### config.mk
export PLATFORM = sky130hd
export DESIGN_NAME = store_narrow_rmw
export DESIGN_NICKNAME = d
export VERILOG_FILES = /design/src/rtl/store_narrow_rmw_pkg.sv /design/src/rtl/store_lane_merge.sv /design/src/rtl/store_narrow_rmw.sv
export SDC_FILE = /design/constraint.sdc
export NUM_CORES = 1
export LEC_CHECK = 0
export BUFFER_PORTS_ARGS = -buffer_cell sky130_fd_sc_hd__buf_2
export CAP_MARGIN = 20
export CORE_MARGIN = 3
export CORE_UTILIZATION = 40
export DETAILED_ROUTE_END_ITERATION = 8
export GPL_TIMING_DRIVEN = 0
export PLACE_DENSITY_LB_ADDON = 0.05
export SLEW_MARGIN = 20
export SYNTH_ARGS = -nofsm -noshare
export SYNTH_HDL_FRONTEND = slang
export SYNTH_SLANG_ARGS = --single-unit
export TNS_END_PERCENT = 50
### constraint.sdc
create_clock -name clk -period 3.16 [get_ports clk]
set_input_delay 0.632 -clock clk [delete_from_list [all_inputs] [get_ports clk]]
set_output_delay 0.632 -clock clk [all_outputs]
set_load 0.05 [all_outputs]
### src/rtl/store_narrow_rmw_pkg.sv
// Shared store/load size codes and the state encoding of the narrow-store
// read-modify-write sequencer.
package store_narrow_rmw_pkg;

    localparam logic [1:0] SZ_BYTE = 2'b00;
    localparam logic [1:0] SZ_HALF = 2'b01;
    localparam logic [1:0] SZ_WORD = 2'b10;
    localparam logic [1:0] SZ_ILL  = 2'b11;

    typedef enum logic [1:0] {
        IDLE = 2'b00,
        RD   = 2'b01,
        WR   = 2'b10,
        ERR  = 2'b11
    } state_t;

    // A request is rejected when its size is illegal or the address is not
    // naturally aligned for that size.
    function automatic logic is_bad_request(input logic [1:0] size, input logic [1:0] offset);
        logic bad;
        bad = 1'b0;
        case (size)
            SZ_HALF: bad = offset[0];
            SZ_WORD: bad = (offset != 2'b00);
            SZ_ILL:  bad = 1'b1;
            default: bad = 1'b0;
        endcase
        return bad;
    endfunction

endpackage

### src/rtl/store_lane_merge.sv
// Combinational lane merge: drops a byte or halfword of store data into the
// addressed lanes of an existing memory word.
module store_lane_merge
    import store_narrow_rmw_pkg::*;
#(
    parameter bit BIG_ENDIAN = 1'b1
) (
    input  logic [31:0] old_word,
    input  logic [31:0] data,
    input  logic [1:0]  size,
    input  logic [1:0]  offset,
    output logic [31:0] merged
);

    logic [1:0] lane;
    logic       upper_half;

    // Big-endian puts byte offset 0 in the top lane, so lane order is mirrored.
    always_comb begin
        lane       = BIG_ENDIAN ? (2'd3 - offset) : offset;
        upper_half = BIG_ENDIAN ? ~offset[1] : offset[1];
        merged     = old_word;
        case (size)
            SZ_BYTE: merged[{lane, 3'b000} +: 8] = data[7:0];
            SZ_HALF: begin
                if (upper_half)
                    merged[31:16] = data[15:0];
                else
                    merged[15:0]  = data[15:0];
            end
            default: merged = data;
        endcase
    end

endmodule

### src/rtl/store_narrow_rmw.sv
// Store-path sequencer: word stores go straight to memory, byte/half stores
// read the target word, merge the new lanes and write it back.
module store_narrow_rmw
    import store_narrow_rmw_pkg::*;
#(
    parameter int ADDRW      = 32,
    parameter bit BIG_ENDIAN = 1'b1
) (
    input  logic             clk,
    input  logic             rst,
    input  logic             req_valid,
    output logic             req_ready,
    input  logic [ADDRW-1:0] req_addr,
    input  logic [31:0]      req_data,
    input  logic [1:0]       req_size,
    output logic             done,
    output logic             misaligned,
    output logic [ADDRW-3:0] mem_addr,
    output logic             mem_rd,
    input  logic [31:0]      mem_rdata,
    input  logic             mem_rvalid,
    output logic             mem_wr,
    output logic [31:0]      mem_wdata,
    input  logic             mem_wack
);

    state_t      state;
    logic [31:0] data_q;
    logic [1:0]  size_q;
    logic [1:0]  off_q;
    logic [31:0] merged;

    assign req_ready = (state == IDLE);

    store_lane_merge #(
        .BIG_ENDIAN(BIG_ENDIAN)
    ) u_merge (
        .old_word(mem_rdata),
        .data    (data_q),
        .size    (size_q),
        .offset  (off_q),
        .merged  (merged)
    );

    // done/misaligned are single-cycle pulses; memory strobes are held until
    // the memory side answers.
    always_ff @(posedge clk or posedge rst) begin
        if (rst) begin
            state      <= IDLE;
            done       <= 1'b0;
            misaligned <= 1'b0;
            mem_addr   <= '0;
            mem_rd     <= 1'b0;
            mem_wr     <= 1'b0;
            mem_wdata  <= '0;
            data_q     <= '0;
            size_q     <= SZ_BYTE;
            off_q      <= 2'b00;
        end else begin
            done       <= 1'b0;
            misaligned <= 1'b0;
            case (state)
                IDLE: begin
                    if (req_valid) begin
                        mem_addr <= req_addr[ADDRW-1:2];
                        data_q   <= req_data;
                        size_q   <= req_size;
                        off_q    <= req_addr[1:0];
                        if (is_bad_request(req_size, req_addr[1:0])) begin
                            state <= ERR;
                        end else if (req_size == SZ_WORD) begin
                            state     <= WR;
                            mem_wdata <= req_data;
                            mem_wr    <= 1'b1;
                        end else begin
                            state  <= RD;
                            mem_rd <= 1'b1;
                        end
                    end
                end
                RD: begin
                    if (mem_rvalid) begin
                        state     <= WR;
                        mem_rd    <= 1'b0;
                        mem_wr    <= 1'b1;
                        mem_wdata <= merged;
                    end
                end
                WR: begin
                    if (mem_wack) begin
                        state  <= IDLE;
                        mem_wr <= 1'b0;
                        done   <= 1'b1;
                    end
                end
                ERR: begin
                    state      <= IDLE;
                    done       <= 1'b1;
                    misaligned <= 1'b1;
                end
                default: state <= IDLE;
            endcase
        end
    end

endmodule

==> results.md <==
* Core ar. at 12700 µm²
* Crit share post-route at 0.731
* Asr flop ratio synth at 1.00
* Via density per instance at 5.37
* Setup TNS at 0 ns
* Die width at 120 µm
* WP data required at 3.44 ns
* Setup Skew at 0.0113 ns
* 1st-pass router iterations at 7
* Syn Area/Cell at 11.8 µm²
* Outcome: finished, final reports clean
* CP Class: reg2reg
* Fin. max-slew vios at 0
* Multi-input gate area at 2390 µm²
* Post-Route WL at 15.1 mm
* Initial Utilization at 0.411
* Port Buffers at 169
* Fillers at 1249
* Crit path DAT at 2.59 ns
* Final Hold Fails at 0
* CTS tree: done
* Sequential share of the synthesized area at 0.498
* Share of cells above drive strength 1 at 0.496
* Synth area leader: dfrtp_1
* CTS Hold Bufs at 0
* Synth area leaders: dfrtp_1 (50%), mux2_2 (13%), nor3_1 (2.8%), a221oi_1 (2.7%), a221oi_2 (2.3%)
* Crit-path max FO at 10
* Clock transition at path regs at 0.07 ns
* Cells resized by post-CTS repair at 0
* Max-Cap Viols at 0
* RSZ-0062 raised after global routing: no
* Row cnt at 41
* DIE HEIGHT at 120 µm
* CTS Buf Count at 9
* Critical path capture point type: flop
* CP Launch Point: off_q[1]
* Num ports at 170
* Largest net degree at the start of global routing at 33
* Register area at 2600 µm²
* GP Congestion at 0.844
* Global-route wire length before repair at 23.6 mm
* Worst Max-Slew Pin Slew at 0.656 ns
* Vias in the first global route at 4351
* Drc violations at 0
* Flops & latches, synth at 104
* PnR worst setup slack at 0.850 ns
* RR Startpoint: off_q[1]
* Fin nets at 734
* Yosys cell types at 45
* N_diodes at 0
* H-tree levels at 3
* Cell Pwr Density at 1230 nW/µm²
* Drt initial violations at 308
* Setup WS pre-CTS at 0.879 ns
* Vias at 4310
* Clock tree sinks at 104
* Max clock buf depth at 2
* Setup slack, reg-to-reg at 0.85 ns
* Total power at 8.20 mW
* Max frequency at 433 MHz
* Crit start category: flop
* CTS root buf: clkbuf_16
* P_leak at 3.08 nW
* Most used flip-flop cell after synthesis: dfrtp_1
* Setup bufs post-CTS at 0
* Initial antenna violation count at 2
* Relative slew slack at 0.562
* GRT Overall Usage at 0.212
* Grt total ovfl at 0
* Post-DP HPWL at 11.5 mm
* Post-Synthesis Cells at 443
* Syn-to-layout area delta at 27.5%
* Syn Nets at 551
* DR WL/cell at 18.8 µm
* Peak VDD IR at 685 µV
* Post-synth EDFFs at 0
* Synthesis Warnings at 0
* Cell Area, Synth at 5230 µm²
* Clock Latency Late Sink at 0.35 ns
* Die ar. at 14500 µm²
* Routed Antenna Nets at 0
* # setup viols final at 0
* Share of the synthesized area in the top cell type at 0.498
* Hold crit path type: in2async
* Fin crit period at 2.31 ns
==> area by class of cell <==
cell class | count | area share
repair buffers | 172 | 0.137
inverters | 7 | 0.00450
clock buffers | 10 | 0.0358
flip-flops and latches | 104 | 0.390
clock inverters | 6 | 0.00995
multi-input cells | 300 | 0.358
well taps | 172 | 0.0323
plain buffers | 32 | 0.0319
==> layout by cell type, fill, tap and decap left out, types with 8 or more instances in the layout <==
| cell | Yosys | final |
|---|---|---|
| o21ai_0 | 8 | 8 |
| nor3_2 | 8 | 8 |
| nand3_1 | 8 | 8 |
| a21oi_1 | 11 | 11 |
| a221oi_2 | 8 | 8 |
| o21ai_1 | 20 | 20 |
| nand2_1 | 31 | 31 |
| buf_2 | 10 | 179 |
| nor3_1 | 29 | 29 |
| dfrtp_1 | 104 | 104 |
| and3_1 | 8 | 8 |
| a31oi_1 | 8 | 8 |
| nor2_1 | 25 | 25 |
| mux2_2 | 59 | 59 |
| mux2i_1 | 8 | 8 |
| a221oi_1 | 16 | 16 |
| clkbuf_16 | 0 | 9 |
| a221o_1 | 8 | 8 |
==> where the power goes <==
group / internal [mW] / leakage (nW) / switching [mW]
registers: 2.00 / 1.24 / 0.542
clock network: 0.640 / 0.153 / 0.523
logic: 1.49 / 1.69 / 3.00
==> synth_stat cells (2+ instances only) <==
cell type,count
dfrtp_1,104
mux2_2,59
nand2_1,31
nor3_1,29
nor2_1,25
o21ai_1,20
a221oi_1,16
a21oi_1,11
buf_2,10
a221o_1,8
a221oi_2,8
a31oi_1,8
and3_1,8
mux2i_1,8
nand3_1,8
nor3_2,8
o21ai_0,8
buf_6,7
inv_1,7
a211oi_2,6
buf_4,6
clkbuf_1,6
ha_1,5
mux2_4,5
nor2b_1,4
nand2b_1,3
nor4b_4,3
a211oi_1,2
a21oi_4,2
and2_1,2
nor3b_1,2
==> through the flow <==
stage	utilization	area [µm²]	hold slack, ns	cells
finish	0.524	6670	0.367	803
global route	0.524	6670	0.405	803
CTS	0.524	6670	0.376	803
detailed placement	0.500	6360	0.473	787
global placement	0.495	6290	0.465	784
floorplan	-	5230	0.481	443
==> registers in the layout, summed over array words and instances (netlist names) <==
register    flops
mem_addr       30
mem_wr          1
state           2
done            1
mem_wdata      32
off_q           2
size_q          2
mem_rd          1
misaligned      1
data_q         32
==> metal layers <==
| layer | share of wire | track usage | vias to the layer above |
|---|---|---|---|
| met1 | 0.45 | 0.291 | 2100 |
| met5 | 0.0011 | 0 | - |
| met3 | 0.070 | 0.0472 | 29 |
| met2 | 0.45 | 0.322 | 172 |
| met4 | 0.033 | 0.0977 | 4 |
| li1 | - | - | 2005 |
==> critical path: stages, from the launching register on <==
cell and delay (ns):
dfrtp_1 0.52, buf_4 0.27, inv_1 0.11, ha_1 0.39, nor4b_4 0.47, a31oi_1 0.16, and3_1 0.21, o21ai_1 0.12
==> path summary, 6_finish.rpt <==
| path | end | depth (start not counted) |
|---|---|---|
| hold reg to reg | mem_wdata[1] | 2 |
| setup reg to reg | mem_wdata[12] | 7 |
| hold / removal | mem_addr[21] | 2 |
| min in group clk | mem_wdata[1] | 2 |
| max in group asynchronous | mem_wdata[13] | 4 |
| setup / recovery | mem_wdata[12] | 7 |
==> cells by family after synthesis <==
kind of cell	after synthesis	share of synthesized area
DFF	104	0.498
AOI/OAI and AO/OA	96	0.153
buffers and inverters	39	0.0457
muxes	72	0.157
and+or+nand+nor	127	0.135
adders and majority gates	5	0.0120
(Power assumes the default switching activity.)
